--- src/rtl/switch_pkg.sv ---
// Shared types and constants for the 2x2 switch scheduler.
// Address constants are common to switch_2x2 and its scheduler.
package switch_pkg;
  localparam int NPORT = 2;
  localparam logic [3:0] SW_ADDR_A = 4'h1;
  localparam logic [3:0] SW_ADDR_B = 4'h2;

  typedef enum logic [1:0] {
    NONE = 2'd0,
    IN0  = 2'd1,
    IN1  = 2'd2
  } owner_e;

  typedef enum logic {
    IDLE = 1'b0,
    DROP = 1'b1
  } drop_st_e;

  function automatic owner_e in2own(logic idx);
    return idx ? IN1 : IN0;
  endfunction
endpackage

--- src/rtl/switch_2x2_scheduler_rr_arb2.sv ---
// Two-requester round-robin arbiter with a last-grant register.
// Grants only while en_i is high; on a tie the non-last input wins.
module rr_arb2 (
  input  logic       clk,
  input  logic       reset,
  input  logic [1:0] req_i,
  input  logic       en_i,
  output logic [1:0] gnt_o
);
  logic last_q;

  always_comb begin
    gnt_o = 2'b00;
    if (en_i) begin
      if (&req_i) gnt_o = last_q ? 2'b01 : 2'b10;
      else        gnt_o = req_i;
    end
  end

  always_ff @(posedge clk or posedge reset) begin
    if (reset)       last_q <= 1'b1;
    else if (|gnt_o) last_q <= gnt_o[1];
  end
endmodule

--- src/rtl/switch_2x2_scheduler.sv ---
// Packet-atomic scheduler between the 2x2 switch input and output FIFOs.
// Owns outputs per packet, forwards words one cycle late, drops bad traffic.
module switch_2x2_scheduler
  import switch_pkg::*;
#(
  parameter int         DATA_W = 32,
  parameter logic [3:0] ADDR_A = SW_ADDR_A,
  parameter logic [3:0] ADDR_B = SW_ADDR_B,
  parameter int         CNT_W  = 16
) (
  input  logic                          clk,
  input  logic                          reset,
  input  logic [NPORT-1:0][DATA_W-1:0]  in_data,
  input  logic [NPORT-1:0]              in_sop,
  input  logic [NPORT-1:0]              in_eop,
  input  logic [NPORT-1:0]              in_empty,
  output logic [NPORT-1:0]              in_rd,
  output logic [NPORT-1:0][DATA_W-1:0]  out_data,
  output logic [NPORT-1:0]              out_sop,
  output logic [NPORT-1:0]              out_eop,
  output logic [NPORT-1:0]              out_wr,
  input  logic [NPORT-1:0]              out_afull,
  output logic [NPORT-1:0][CNT_W-1:0]   pkt_cnt,
  output logic [CNT_W-1:0]              drop_cnt
);
  owner_e   owner_q [NPORT];
  owner_e   owner_d [NPORT];
  drop_st_e drop_q  [NPORT];
  drop_st_e drop_d  [NPORT];

  logic [NPORT-1:0][NPORT-1:0] own_sel;
  logic [NPORT-1:0][NPORT-1:0] req;
  logic [NPORT-1:0][NPORT-1:0] fwd;
  logic [NPORT-1:0][NPORT-1:0] gnt;
  logic [NPORT-1:0] owned, free, bad, stray, dpop, src;
  logic [NPORT-1:0][3:0] da;

  logic [NPORT-1:0][DATA_W-1:0] out_data_q;
  logic [NPORT-1:0] out_sop_q, out_eop_q, out_wr_q;
  logic [NPORT-1:0][CNT_W-1:0] pkt_q;
  logic [CNT_W-1:0] drop_cnt_q, drop_cnt_d;
  logic [CNT_W:0]   drop_sum;
  logic [1:0]       n_drop;

  always_comb begin
    own_sel = '0;
    for (int o = 0; o < NPORT; o++)
      for (int i = 0; i < NPORT; i++)
        own_sel[o][i] = (owner_q[o] == in2own(1'(i)));
  end

  always_comb begin
    owned = '0;
    free  = '0;
    bad   = '0;
    stray = '0;
    dpop  = '0;
    da    = '0;
    for (int i = 0; i < NPORT; i++) begin
      da[i]    = in_data[i][3:0];
      owned[i] = own_sel[0][i] | own_sel[1][i];
      free[i]  = !owned[i] && (drop_q[i] == IDLE);
      bad[i]   = free[i] && !in_empty[i] && in_sop[i]
              && (da[i] != ADDR_A) && (da[i] != ADDR_B);
      stray[i] = free[i] && !in_empty[i] && !in_sop[i];
      dpop[i]  = bad[i] || stray[i]
              || (drop_q[i] == DROP && !in_empty[i]);
    end
  end

  always_comb begin
    req = '0;
    fwd = '0;
    src = '0;
    for (int o = 0; o < NPORT; o++) begin
      for (int i = 0; i < NPORT; i++) begin
        req[o][i] = free[i] && !in_empty[i] && in_sop[i]
                 && (da[i] == ((o == 0) ? ADDR_A : ADDR_B));
        fwd[o][i] = own_sel[o][i] && !in_empty[i] && !out_afull[o];
      end
      src[o] = fwd[o][1];
    end
  end

  for (genvar o = 0; o < NPORT; o++) begin : g_arb
    rr_arb2 u_arb (
      .clk   (clk),
      .reset (reset),
      .req_i (req[o]),
      .en_i  (owner_q[o] == NONE),
      .gnt_o (gnt[o])
    );
  end

  // Pops stop the instant reset rises, even for stray heads.
  always_comb begin
    in_rd = '0;
    for (int i = 0; i < NPORT; i++)
      in_rd[i] = !reset && (fwd[0][i] || fwd[1][i] || dpop[i]);
  end

  always_comb begin
    for (int o = 0; o < NPORT; o++) begin
      owner_d[o] = owner_q[o];
      unique case (owner_q[o])
        NONE: if (|gnt[o]) owner_d[o] = gnt[o][1] ? IN1 : IN0;
        IN0:  if (fwd[o][0] && in_eop[0]) owner_d[o] = NONE;
        IN1:  if (fwd[o][1] && in_eop[1]) owner_d[o] = NONE;
        default: owner_d[o] = NONE;
      endcase
    end
    for (int i = 0; i < NPORT; i++) begin
      drop_d[i] = drop_q[i];
      unique case (drop_q[i])
        IDLE: if (bad[i] && !in_eop[i]) drop_d[i] = DROP;
        DROP: if (!in_empty[i] && in_eop[i]) drop_d[i] = IDLE;
        default: drop_d[i] = IDLE;
      endcase
    end
  end

  always_comb begin
    n_drop     = 2'(bad[0] | stray[0]) + 2'(bad[1] | stray[1]);
    drop_sum   = {1'b0, drop_cnt_q} + (CNT_W+1)'(n_drop);
    drop_cnt_d = drop_sum[CNT_W] ? '1 : drop_sum[CNT_W-1:0];
  end

  always_ff @(posedge clk or posedge reset) begin
    if (reset) begin
      for (int k = 0; k < NPORT; k++) begin
        owner_q[k] <= NONE;
        drop_q[k]  <= IDLE;
      end
      drop_cnt_q <= '0;
    end else begin
      for (int k = 0; k < NPORT; k++) begin
        owner_q[k] <= owner_d[k];
        drop_q[k]  <= drop_d[k];
      end
      drop_cnt_q <= drop_cnt_d;
    end
  end

  always_ff @(posedge clk or posedge reset) begin
    if (reset) begin
      out_wr_q   <= '0;
      out_sop_q  <= '0;
      out_eop_q  <= '0;
      out_data_q <= '0;
      pkt_q      <= '0;
    end else begin
      for (int o = 0; o < NPORT; o++) begin
        out_wr_q[o] <= |fwd[o];
        if (|fwd[o]) begin
          out_data_q[o] <= in_data[src[o]];
          out_sop_q[o]  <= in_sop[src[o]];
          out_eop_q[o]  <= in_eop[src[o]];
          if (in_eop[src[o]] && !(&pkt_q[o]))
            pkt_q[o] <= pkt_q[o] + CNT_W'(1);
        end
      end
    end
  end

  assign out_wr   = out_wr_q;
  assign out_sop  = out_sop_q;
  assign out_eop  = out_eop_q;
  assign out_data = out_data_q;
  assign pkt_cnt  = pkt_q;
  assign drop_cnt = drop_cnt_q;
endmodule

--- config.mk ---
export PLATFORM = sky130hd
export DESIGN_NAME = switch_2x2_scheduler
export DESIGN_NICKNAME = d
export VERILOG_FILES = /design/src/rtl/switch_pkg.sv /design/src/rtl/switch_2x2_scheduler_rr_arb2.sv /design/src/rtl/switch_2x2_scheduler.sv
export SDC_FILE = /design/constraint.sdc
export NUM_CORES = 1
export LEC_CHECK = 0
export ABC_AREA = 1
export BUFFER_PORTS_ARGS = -buffer_cell sky130_fd_sc_hd__buf_2
export CAP_MARGIN = 20
export CELL_PAD_IN_SITES_DETAIL_PLACEMENT = 1
export CELL_PAD_IN_SITES_GLOBAL_PLACEMENT = 1
export CORE_MARGIN = 2
export CORE_UTILIZATION = 40
export CTS_BUF_LIST = sky130_fd_sc_hd__clkbuf_8 sky130_fd_sc_hd__clkbuf_16
export DETAILED_ROUTE_END_ITERATION = 12
export PLACE_DENSITY_LB_ADDON = 0.1
export SLEW_MARGIN = 20
export SYNTH_ARGS = -nofsm -noshare
export SYNTH_HDL_FRONTEND = slang
export SYNTH_SLANG_ARGS = --single-unit
--- constraint.sdc ---
create_clock -name clk -period 9 [get_ports clk]
set_input_delay 0.45 -clock clk [delete_from_list [all_inputs] [get_ports clk]]
set_output_delay 0.45 -clock clk [all_outputs]
set_load 0.03 [all_outputs]
-- Word-level counts from Yosys, hierarchy flattened
Cells that the tools add are included.
- bits in latches: 0
- output and inout port bits: 120
- bits in read-only memories: 0
- memory bits (writable): 0
- word-level logic and storage cells: 154
- memories kept: 0
- flip-flop bits (word level): 126
- input bits: 74
- divide/modulo/power cells: 0
- magnitude comparators: 2
- mux-type cells: 35
- $mul: 0
- shifts and indexed selects: 0
- equal/unequal tests: 18
- reduce and logical (&&, ||, !) cells: 73
- bitwise operators: 6
- add/sub/neg operators: 4
- operators by type and width (kind ; count):
    $mux W32 ; 4
    $logic_and A1 B1 Y1 ; 38
    $add A16 B1 Y16 const B ; 2
    $reduce_and A16 Y1 ; 2
    $mux W2 ; 14
    $add A16 B2 Y17 ; 1
    $mux W16 ; 1
    $logic_not A1 Y1 ; 13
    $mux W1 ; 12
    $pmux W2 S3 ; 2
    $eq A4 B1 Y1 const B ; 2
    $eq A4 B2 Y1 const B ; 2
    $logic_or A1 B1 Y1 ; 8
    $ne A2 B1 Y1 const B ; 4
    $ne A4 B1 Y1 const B ; 2
    $ne A4 B2 Y1 const B ; 2
    $reduce_and A2 Y1 ; 4
    $reduce_or A2 Y1 ; 4
    $reduce_and A3 Y1 ; 2
    $eq A2 B1 Y1 const B ; 2
    $eq A2 B2 Y1 const B ; 2
    $logic_not A2 Y1 ; 2
    $lt A1 B2 Y1 const B ; 2
    $ne A2 B2 Y1 const B ; 2
    4 further kinds ; 9

-- Logic depth before layout (Yosys ltp)
Gate-level depths: netlist (run 1).
- depth after elaboration: 13
- depth in mapped cells: 16
- mapped depth without buffers: 15

-- By module
Synthesis (run 1) repeated with hierarchy kept, for this count alone.
- cells, all modules: 843
- area, all modules: 6572.6 µm²
- modules (own cells, without submodules) (module ; cells an instance ; instances ; seq. area each (µm²) ; area an instance (µm²)):
    switch_2x2_scheduler ; 819 ; 1 ; 3103.0 ; 6434.9
    rr_arb2 ; 12 ; 2 ; 26.3 ; 68.8

-- Worst setup path after synthesis (run 1)
Ideal clock, no wire load.
- kind: input to register
- start: input in_empty[0]
- end: register drop_cnt_q[11] (netlist: drop_cnt[11])
- slack: 6632 ps
- stages: 13
- setup time: 70 ps
- data required time: 8930 ps
- arrival time: 2298 ps
- path buffers: 1
- cell sequence: nor2_1 -> nand2_1 -> nor2_1 -> nand2_1 -> fa_1 -> inv_1 -> ha_1 -> and3_1 -> nand2_1 -> inv_1 -> nand3_1 -> buf_2 -> nand3_1
- longest elaborated chain between the ends: 9
- elaborated cells on any way between the ends: 10
- classes of those cells: 2 x add/sub; 1 x mux; 1 x bitwise; 6 x reduce/logical
- ends and longest elaborated chain (item ; line ; source):
    from (decl) ; switch_2x2_scheduler.sv:16 ; input logic [NPORT-1:0] in_empty,
    $logic_not A1 Y1 (*) ; switch_2x2_scheduler.sv:63, switch_2x2_scheduler.sv:65 ;
    $logic_and A1 B1 Y1 (*) ; switch_2x2_scheduler.sv:63, switch_2x2_scheduler.sv:65 ;
    $logic_and A1 B1 Y1 ; switch_2x2_scheduler.sv:63 ; bad[i] = free[i] && !in_empty[i] && in_sop[i]
    $logic_and A1 B1 Y1 (2 in a row) ; switch_2x2_scheduler.sv:64 ; && (da[i] != ADDR_A) && (da[i] != ADDR_B);
    $or A1 B1 Y1 (*) ; switch_2x2_scheduler.sv:123 ; n_drop = 2'(bad[0] | stray[0]) + 2'(bad[1] | stray[1]);
    $add A1 B1 Y2 (*) ; switch_2x2_scheduler.sv:123 ;
    $add A16 B2 Y17 (*) ; switch_2x2_scheduler.sv:124 ; drop_sum = {1'b0, drop_cnt_q} + (CNT_W+1)'(n_drop);
    $mux W16 (*) ; switch_2x2_scheduler.sv:125 ; drop_cnt_d = drop_sum[CNT_W] ? '1 : drop_sum[CNT_W-1:0];
    via drop_cnt_d[11] ; switch_2x2_scheduler.sv:41 ; logic [CNT_W-1:0] drop_cnt_q, drop_cnt_d;
    to (signal assigned) ; switch_2x2_scheduler.sv:140 ; drop_cnt_q <= drop_cnt_d;
    to (decl) ; switch_2x2_scheduler.sv:41 ;
The timed path passes the listed nets; every way through them passes the cells marked *.
A chain may end at the register's enable or synchronous reset.

-- Final worst setup path (run 1)
- start: register owner_q[3] in the netlist's numbering
- end: output in_rd[1]
- longest elaborated chain between the ends: 12
- elaborated cells on any way between the ends: 16
- classes of those cells: 1 x eq/ne; 1 x bitwise; 14 x reduce/logical
- ends and longest elaborated chain (item ; line ; source):
    from (decl) ; switch_2x2_scheduler.sv:26 ; owner_e owner_q [NPORT];
    from (signal, indexed assignment) ; switch_2x2_scheduler.sv:137 ; owner_q[k] <= owner_d[k];
    $eq A2 B2 Y1 (*) ; switch_2x2_scheduler.sv:49 ; own_sel[o][i] = (owner_q[o] == in2own(1'(i)));
    $or A1 B1 Y1 ; switch_2x2_scheduler.sv:61 ; owned[i] = own_sel[0][i] | own_sel[1][i];
    $logic_not A1 Y1 ; switch_2x2_scheduler.sv:62 ; free[i] = !owned[i] && (drop_q[i] == IDLE);
    $logic_and A1 B1 Y1 ; switch_2x2_scheduler.sv:62 ;
    $logic_and A1 B1 Y1 ; switch_2x2_scheduler.sv:63, switch_2x2_scheduler.sv:65 ;
    $logic_and A1 B1 Y1 ; switch_2x2_scheduler.sv:63 ;
    $logic_and A1 B1 Y1 (2 in a row) ; switch_2x2_scheduler.sv:64 ;
    $logic_or A1 B1 Y1 ; switch_2x2_scheduler.sv:66 ; dpop[i] = bad[i] || stray[i]
    $logic_or A1 B1 Y1 ; switch_2x2_scheduler.sv:67 ; || (drop_q[i] == DROP && !in_empty[i]);
    $logic_or A1 B1 Y1 (*) ; switch_2x2_scheduler.sv:99 ; in_rd[i] = !reset && (fwd[0][i] || fwd[1][i] || dpop[i]);
    $logic_and A1 B1 Y1 (*) ; switch_2x2_scheduler.sv:99 ;
    to (decl) ; switch_2x2_scheduler.sv:17 ; output logic [NPORT-1:0] in_rd,
Every way passes the cells marked *; elsewhere a longest branch is shown, timed or not.

==> reports/metrics.cfg, run 1 <==
[yosys]
synth-edff-count = 0
yosys-top-cells-area = dfrtp_1, nand2_1, nor2_1
synth_compound_area_frac = 0.106
synth-simple-area-share = 0.297
ys.flop_type = dfrtp_1
syn_nets = 922
syn-cell-area_um2 = 6540
synth_cells = 844
synth-seq-area-share = 0.483
synth_warnings = 0
synthXorXnorAreaFrac = 0.0442
async_flop_share = 1.00
synthTopCellsByCount = nand2_1, dfrtp_1, nor2_1
synth.most_common_cell = nand2_1
synth_top_family_by_area = simple AND/OR/NAND/NOR gates
syn_avg_cell_area_um2 = 7.74
synth_top_cell_by_area = dfrtp_1
muxShareOfSynthArea = 0
synth_top_area_frac = 0.475
synthAdderAreaFrac = 0.00881
synth-seq-cells = 126
ys_types = 37

[clocking]
clock_latency_ns = 0.42
postCtsHoldBufs = 0
numCtsBuffers = 17
cts_buffer_depth = 2
h-tree-depth = 4
clk_pin_slew_worst_paths_ns = 0.05
cts.repair_timing.setup_buffer_count = 0
clockRootBuffer = clkbuf_16
postCtsResizedCells = 0
cts_tree = built
cts.sink_count = 126

[critical_path]
reg2reg_depth = 12
r2r_start = owner_q[3]
path_class = reg2out
cp_max_fo = 67
rrSetupSlack_ns = 6.13
required_ns = 8.55
critPathArrivalTime_ns = 2.89
critPathLaunchType = flip-flop
end_kind = primary output
rr_endpoint = drop_cnt[13]

[timing]
tns_ns = 0
post-route-period-util = 0.371
fin_skew_ns = 0.00799
maxSlewViolCount = 0
timing.final.crit_period_ns = 3.34
timing.slew.headroom = 0.294
setup_viol = 0
max_freq_mhz = 300
rsz0062_at_grt = no
tightest_slew_ns = 1.06
finalHoldViolations = 0

[finish]
area_delta_synth_final_pct = 24.8
postLayoutCoreUtil = 0.512
multi_input_area_um2 = 2990
finalNonFillerCells = 1253
seq_area_um2 = 3160
nets = 1101
drive_gt1_frac = 0.237
n_fill_cell = 2043

[global_routing]
grt_overflow = 0
grt_pass1_wl_mm = 33.8
grtUsageTotal = 0.241
antenna_found_initial = 3
grt_busiest_layer = met2
grtUsageMet1 = 0.305
grt_pass1_vias = 6615
met2_usage = 0.408
grt_max_degree = 69
grt_use_met3 = 0.0550

[pwr]
swShare = 0.428
p_sw_mw = 1.09
power_density_nw_per_um2 = 312
clkPwrFrac = 0.254
seq_power_share = 0.350
p_int_mw = 1.45
p_leak_nw = 4.16
vdd_drop_max_uv = 140
comb_power_share = 0.396

[drt]
drtPass1Iterations = 4
wl_per_cell_um = 16.4
num_vias = 6403
drtIter0Drc = 340
finalWirelength_mm = 20.5
route.detailed.drc = 0
avgViaCountPerCell = 5.11
ant_nets = 0

[die]
start_util = 0.410
placement_rows = 46
core_um2 = 15900
die_width_um = 132
io_pins = 194
die_h_um = 132
die-area_um2 = 17400

[place]
port_buffers = 193
gp_congestion = 0.853
dp.cells = 1220
dpl.hpwl_mm = 14.5

[run]
cap_violations = 0

[run_status]
status = completed

[min_path]
min-delay-path-class = in2async

[kinds of logic (layout without fill, tap and decap cells)]
logic type      Yosys count  in the layout
xor+xnor                 33             33
compound gates          124            124
flops                   126            126
simple gates            469            469
fa+ha+maj                 4              4
other cells               0              3
buf+inv                  88            278
[sequential cells by signal, summed over array words and instances (netlist names)]
signal              cells
out_data               64
pkt_cnt                32
drop_cnt               16
owner_q                 4
drop_q                  2
g_arb.u_arb.last_q      2
out_eop                 2
out_sop                 2
out_wr                  2
[stage by stage]
step / hold slack (ns) / setup slack (ns) / instance area [um2] / total power [mW]
after floorplan: 0.449 / 5.20 / 6540 / 1.58
after global placement: 0.467 / 6.10 / 7590 / 1.88
after detailed placement: 0.474 / 5.98 / 7590 / 1.91
after CTS: 0.222 / 5.68 / 8150 / 2.56
after global routing: 0.258 / 5.45 / 8160 / 2.69
final: 0.203 / 5.66 / 8160 / 2.54
[power groups by stage]
| stage | registers (mW) | logic (mW) | clock network [mW] |
|---|---|---|---|
| 5_1_grt | 0.915 | 1.09 | 0.683 |
| 4_1_cts | 0.890 | 1.01 | 0.660 |
| 2_1_floorplan | 1.23 | 0.347 | 0 |
| 3_5_place_dp | 0.897 | 1.01 | 0 |
| 6_report | 0.889 | 1.01 | 0.647 |
| 3_3_place_gp | 0.894 | 0.989 | 0 |
[cell usage in the layout (no fill, tap or decap), types with 3 or more instances in the layout]
| cell type | instances |
|---|---|
| dfrtp_1 | 124 |
| nor2_1 | 118 |
| diode_2 | 3 |
| xor2_1 | 14 |
| a31oi_1 | 31 |
| clkinv_2 | 6 |
| o21ai_0 | 55 |
| a21oi_1 | 29 |
| ha_1 | 3 |
| nand2_1 | 253 |
| o211ai_1 | 4 |
| nor3_1 | 9 |
| clkbuf_8 | 4 |
| nand2_4 | 3 |
| nand4_1 | 8 |
| nand2_2 | 5 |
| xnor2_1 | 19 |
| inv_2 | 3 |
| nand3_1 | 64 |
| inv_1 | 49 |
| clkbuf_16 | 17 |
| buf_2 | 193 |
[area by class of cell]
cell class	instances	area share
Sequential cell	126	0.387
Multi-Input combinational cell	630	0.366
Timing Repair Buffer	195	0.120
Clock buffer	21	0.0589
Tap cell	216	0.0331
Inverter	53	0.0252
Clock inverter	9	0.00859
Antenna cell	3	0.000920
[metal layers]
metal  vias up  wire (um)
met3        25       1140
met2       179      10100
met5         -          0
li1       3099          -
met4         0        333
met1      3100       9000
[how the worst max path moves through the flow]
stage / startpoint / end / slack [ns] / cells after the start
floorplan: reset / drop_cnt[0] / 5.20 / 1
global placement: in_empty[0] / drop_cnt[12] / 6.10 / 13
detailed placement: in_empty[0] / drop_cnt[13] / 5.98 / 13
CTS: owner_q[3] / in_rd[1] / 5.68 / 8
global route: owner_q[3] / in_rd[1] / 5.45 / 8
finish: owner_q[3] / in_rd[1] / 5.66 / 8
[worst max-delay path: stages (launching register included)]
cell      delay (ns)
dfrtp_1         0.42
nand2_1         0.12
inv_2           0.07
nand2_2         0.05
buf_4           0.51
clkinv_2        0.66
nor2_1          0.27
a21oi_1         0.11
buf_2           0.19
Power figures use the tool's default switching activity.
==> run 2, diff against run 1 <==
--- a/config.mk
+++ b/config.mk
@@ -11,7 +11,7 @@
 export CELL_PAD_IN_SITES_DETAIL_PLACEMENT = 1
 export CELL_PAD_IN_SITES_GLOBAL_PLACEMENT = 1
 export CORE_MARGIN = 2
-export CORE_UTILIZATION = 40
+export CORE_UTILIZATION = 37
 export CTS_BUF_LIST = sky130_fd_sc_hd__clkbuf_8 sky130_fd_sc_hd__clkbuf_16
 export DETAILED_ROUTE_END_ITERATION = 12
 export PLACE_DENSITY_LB_ADDON = 0.1
==> constraint.sdc (replaced) <==
create_clock -name clk -period 3.26 [get_ports clk]
set_input_delay 0.163 -clock clk [delete_from_list [all_inputs] [get_ports clk]]
set_output_delay 0.163 -clock clk [all_outputs]
set_load 0.03 [all_outputs]
==> run 2 against run 1 <==
Worst hold slack got worse by 0.19 ns. Final area is 2.9% higher. Sequential cell count did not move.
==> reports/metrics.cfg, run 2 (synthesis results as in run 1) <==
[run_status]
status = completed

[critical_path]
reg2reg_depth = 13
r2r_start = owner_q[1]
end_kind = flip-flop
path_class = reg2reg
rr_endpoint = drop_cnt[13]
cp_max_fo = 12
rrSetupSlack_ns = 0.38
critPathArrivalTime_ns = 3.21
critPathLaunchType = flip-flop
required_ns = 3.59

[global_routing]
grtUsageMet1 = 0.284
antenna_found_initial = 1
grt_pass1_wl_mm = 33.7
met2_usage = 0.409
grtUsageTotal = 0.231
grt_overflow = 0
grt_pass1_vias = 6713
grt_max_degree = 65
grt_use_met3 = 0.0463
grt_busiest_layer = met2

[timing]
fin_skew_ns = 0.00771
maxSlewViolCount = 0
tns_ns = 0
finalHoldViolations = 0
post-route-period-util = 0.882
max_freq_mhz = 348
timing.final.crit_period_ns = 2.88
timing.slew.headroom = 0.417
setup_viol = 0
tightest_slew_ns = 0.873
rsz0062_at_grt = no

[finish]
nets = 1116
drive_gt1_frac = 0.241
antenna_cells = 0
final_common_cell = nand2_1
area_delta_synth_final_pct = 28.4
seq_area_um2 = 3160
multi_input_area_um2 = 2980
largest_reg_flops = 64
finish.instance_area_um2 = 8390
final_cell_mix = nand2_1, buf_2, dfrtp_1
n_fill_cell = 2216

[drt]
avgViaCountPerCell = 5.01
num_vias = 6391
ant_nets = 0
wl_per_cell_um = 16.3
finalWirelength_mm = 20.8
route.detailed.drc = 0
drtIter0Drc = 177
drtPass1Iterations = 4

[place]
gp_congestion = 0.847
dpl.hpwl_mm = 14.8
port_buffers = 193
placed_cell_area_um2 = 7680

[pwr]
vdd_drop_max_uv = 425
power_density_nw_per_um2 = 863
p_leak_nw = 4.26

[min_path]
hold_path_depth = 3
whs_endpoint = out_data[0]
hp-start = in_data[32]
min-delay-path-class = in2reg

[clocking]
clockRootBuffer = clkbuf_16
clock_latency_ns = 0.42
cts_buffer_depth = 2
cts.sink_count = 126
numCtsBuffers = 17
h-tree-depth = 4
cts_tree = built
clk_pin_slew_worst_paths_ns = 0.06

[die]
die_width_um = 137
die-area_um2 = 18700
placement_rows = 48
start_util = 0.378
die_h_um = 137
core_um2 = 17300
io_pins = 194

[run]
cap_violations = 0

## run 2: changes by cell type in the layout (fill, tap and decap cells not counted), moves of 2 or more
cell           delta
diode_2           -3
buf_12            +2
buf_4             +4
dlygate4sd3_1     +9
clkinvlp_4        +2
clkbuf_8          -2
bufinv_16         +3
## run 2: repair_timing
item / 4_1_cts / 5_1_grt
resized for setup: 0 / 0
setup buffers: 0 / 0
endpoints found under the setup margin: 0 / 0
hold buffers: 9 / 0
endpoints found under the hold margin: 43 / 0
## run 2: where the power goes
part / internal (mW) / switching (mW) / leakage [nW]
registers: 2.10 / 0.345 / 1.57
clock network: 1.31 / 0.702 / 0.311
logic: 0.830 / 1.96 / 2.38
## run 2: how the worst max path moves through the flow
stage / startpoint / end / slack [ns] / cells past startpoint
2_1_floorplan: owner_q[1] / drop_cnt[11] / 0.95 / 14
3_3_place_gp: owner_q[1] / drop_cnt[13] / 0.49 / 13
3_5_place_dp: owner_q[1] / drop_cnt[13] / 0.35 / 13
4_1_cts: owner_q[1] / drop_cnt[13] / 0.32 / 13
5_1_grt: owner_q[1] / drop_cnt[13] / 0.002 / 13
6_report: owner_q[1] / drop_cnt[13] / 0.38 / 13
## run 2: worst max-delay path, stage by stage, from the launching register on
cell,delay [ns]
dfrtp_1,0.39
inv_1,0.07
nand2_1,0.06
nand2_1,0.05
nor2_1,0.31
nand2_1,0.18
fa_1,0.45
inv_1,0.07
ha_1,0.19
and3_1,0.23
nand2_1,0.11
inv_1,0.10
nand3_1,0.35
nand3b_1,0.22
## run 2: stage by stage
step | util | power [mW] | setup slack [ns] | hold slack, ns | std cells
floorplan | - | 4.36 | 0.947 | 0.259 | 844
global placement | 0.444 | 5.22 | 0.491 | 0.420 | 1235
detailed placement | 0.444 | 5.27 | 0.353 | 0.421 | 1235
CTS | 0.485 | 7.34 | 0.316 | 0.000250 | 1276
global route | 0.485 | 7.70 | 0.00163 | 0.0152 | 1276
finish | 0.485 | 7.24 | 0.385 | 0.0167 | 1276
## run 2: final cells by class
cell class                 instances  share of cell area
sequential                       126               0.376
multi-input combinational        630               0.355
timing repair buffer             210               0.136
clock buffer                      19              0.0540
tap                              225              0.0335
inverter                          53              0.0246
clock inverter                    13              0.0204
## run 2: per-layer routing
metal	vias to the layer above	part of all wire
met5	-	0.00063
met4	2	0.013
met3	20	0.052
met2	138	0.49
met1	3096	0.44
li1	3135	-
==> run 3, diff against run 2 <==
--- a/config.mk
+++ b/config.mk
@@ -5,14 +5,14 @@
 export SDC_FILE = /design/constraint.sdc
 export NUM_CORES = 1
 export LEC_CHECK = 0
-export ABC_AREA = 1
 export BUFFER_PORTS_ARGS = -buffer_cell sky130_fd_sc_hd__buf_2
 export CAP_MARGIN = 20
 export CELL_PAD_IN_SITES_DETAIL_PLACEMENT = 1
-export CELL_PAD_IN_SITES_GLOBAL_PLACEMENT = 1
+export CELL_PAD_IN_SITES_GLOBAL_PLACEMENT = 2
 export CORE_MARGIN = 2
-export CORE_UTILIZATION = 37
+export CORE_UTILIZATION = 31
 export CTS_BUF_LIST = sky130_fd_sc_hd__clkbuf_8 sky130_fd_sc_hd__clkbuf_16
+export CTS_CLUSTER_DIAMETER = 80
 export DETAILED_ROUTE_END_ITERATION = 12
 export PLACE_DENSITY_LB_ADDON = 0.1
 export SLEW_MARGIN = 20
==> run 3 against run 2 <==
Final cell count decreased by 14%. Register-to-register slack gained 0.20 ns. Via count is 17% lower. Clock-buffer cell count decreased by 1. Global-route usage is 3.8 points lower. Total power shrank 3.8%. Clock skew increased by 0.0020 ns. Largest cell class unchanged.
==> reports/metrics.cfg, run 3 <==
[clocking]
clk_pin_slew_worst_paths_ns = 0.05
numCtsBuffers = 17
clock_latency_ns = 0.42
cts.sink_count = 126
cts_tree = built
cts_buffer_depth = 2
clockRootBuffer = clkbuf_16
h-tree-depth = 4

[drt]
wl_per_cell_um = 17.5
avgViaCountPerCell = 4.84
num_vias = 5291
route.detailed.drc = 0
finalWirelength_mm = 19.2
drtPass1Iterations = 4
drtIter0Drc = 131
ant_nets = 0

[die]
io_pins = 194
die_width_um = 143
die-area_um2 = 20600
start_util = 0.313
core_um2 = 19300
placement_rows = 51
die_h_um = 143

[yosys]
synth-seq-cells = 126
synth_warnings = 0
synth.most_common_cell = dfrtp_1
syn-cell-area_um2 = 6030
synth_cells = 587
synth_top_cell_by_area = dfrtp_1
ys.flop_type = dfrtp_1
ys_types = 44
synthTopCellsByCount = dfrtp_1, nand2_1, o21ai_0
syn_nets = 665
synth-seq-area-share = 0.523
yosys-top-cells-area = dfrtp_1, mux2i_1, nand2_1
syn_avg_cell_area_um2 = 10.3
synth_top_area_frac = 0.514
synth-edff-count = 0
async_flop_share = 1.00

[timing]
tightest_slew_ns = 0.846
fin_hold_ws_ns = 0.0261
setup_viol = 0
fin_skew_ns = 0.00971
timing.slew.headroom = 0.431
timing.final.crit_period_ns = 2.69
max_freq_mhz = 372
rsz0062_at_grt = no
finalHoldViolations = 0
tns_ns = 0
maxSlewViolCount = 0
post-route-period-util = 0.825

[global_routing]
grt_max_degree = 103
antenna_found_initial = 3
grtUsageTotal = 0.193
grt_overflow = 0
grt_pass1_wl_mm = 30.5
grt_pass1_vias = 5782

[finish]
multi_input_area_um2 = 2740
nets = 893
final_cell_mix = buf_2, dfrtp_1, nand2_1
drive_gt1_frac = 0.305
seq_area_um2 = 3160
area_delta_synth_final_pct = 36.2
largest_reg_flops = 64
n_fill_cell = 2232
final_common_cell = buf_2
postLayoutCoreUtil = 0.426

[run]
cap_violations = 0

[pwr]
p_sw_mw = 2.91
swShare = 0.418
p_leak_nw = 3.74
clkPwrFrac = 0.262
vdd_drop_max_uv = 385
p_int_mw = 4.05
power_density_nw_per_um2 = 848
seq_power_share = 0.352
comb_power_share = 0.386

[min_path]
min-delay-path-class = in2reg
whs_endpoint = out_sop[1]
hold_path_depth = 3
hp-start = in_sop[1]

[place]
dpl.hpwl_mm = 13.8
gp_congestion = 0.781
port_buffers = 193

[critical_path]
cp_max_fo = 12
required_ns = 3.59
r2r_start = owner_q[0]
path_class = in2reg
rr_endpoint = drop_cnt[2]
rrSetupSlack_ns = 0.58
critPathLaunchType = input port
critPathArrivalTime_ns = 3.02
end_kind = flip-flop
reg2reg_depth = 9

[run_status]
status = completed

-- run 3: cell count changes after synthesis, moves of 9 or more --
| cell | previous run | this run |
|---|---|---|
| clkbuf_1 | 5 | 17 |
| nand2_1 | 253 | 104 |
| mux2i_1 | 0 | 66 |
| o21ai_0 | 55 | 70 |
| nor2_1 | 118 | 26 |
| nand4_1 | 8 | 17 |
| a21oi_1 | 29 | 8 |
| buf_2 | 21 | 5 |
| inv_1 | 48 | 9 |
| nand3_1 | 64 | 15 |
| nand2b_1 | 0 | 10 |
| a31oi_1 | 31 | 3 |
-- run 3: cell type report --
type                       count  share of cell area
sequential                   126               0.384
multi-input combinational    427               0.334
inverter                       9             0.00457
tap                          265              0.0403
clock inverter                13              0.0154
clock buffer                  18              0.0534
antenna                        2            0.000609
timing repair buffer         234               0.168
-- run 3: power by group through the flow --
stage | Combinational, mW | Sequential [mW] | Clock (mW)
after floorplan | 0.797 | 3.39 | 0
after global placement | 2.64 | 2.44 | 0
after detailed placement | 2.69 | 2.47 | 0
after CTS | 2.72 | 2.45 | 1.88
after global routing | 2.90 | 2.53 | 1.96
final | 2.69 | 2.45 | 1.83
-- run 3: routing by layer --
metal / part of all wire / GRT usage
met2: 0.50 / 0.328
met1: 0.44 / 0.231
met5: 0.00063 / 0
met4: 0.025 / 0.0759
met3: 0.043 / 0.0523
-- run 3: what timing repair did --
| item | in CTS | in global routing |
|---|---|---|
| resized for setup | 0 | 0 |
| hold buffers | 33 | 0 |
| setup buffers | 0 | 0 |
| hold endpoints to repair | 85 | 0 |
-- run 3: per-stage QoR --
stage	total power, mW	instance area, um2	setup WS [ns]	std cells
after floorplan	4.19	6040	0.896	587
after global placement	5.08	7320	0.710	1028
after detailed placement	5.15	7320	0.568	1028
after CTS	7.06	8210	0.553	1092
after global routing	7.39	8220	0.276	1094
final	6.97	8220	0.570	1094
-- run 3: worst max-delay path by stage --
stage	depth (start not counted)	to	slack, ns	startpoint
after global routing	13	drop_cnt[2]	0.28	in_data[33]
after CTS	9	drop_cnt[2]	0.55	owner_q[0]
after global placement	9	drop_cnt[2]	0.71	owner_q[0]
after floorplan	10	drop_cnt[0]	0.90	owner_q[0]
after detailed placement	9	drop_cnt[2]	0.57	owner_q[0]
final	13	drop_cnt[2]	0.57	in_data[33]
-- run 3: worst max-delay path, stage by stage --
cell	delay, ns
dlygate4sd3_1	0.53
buf_2	0.14
nand2b_1	0.14
a211oi_1	0.11
nand2_1	0.09
nand4_1	0.16
fa_1	0.47
inv_1	0.08
ha_1	0.20
and3_1	0.22
nand4_1	0.15
or2_2	0.45
o21ai_0	0.12
-- run 3: cells by family after synthesis --
family,share of synthesized area
buffers and inverters,0.0241
adders and majority gates,0.00954
DFF,0.523
and+or+nand+nor,0.177
muxes,0.121
AOI/OAI and AO/OA,0.0902
xor gates and xnor gates,0.0552
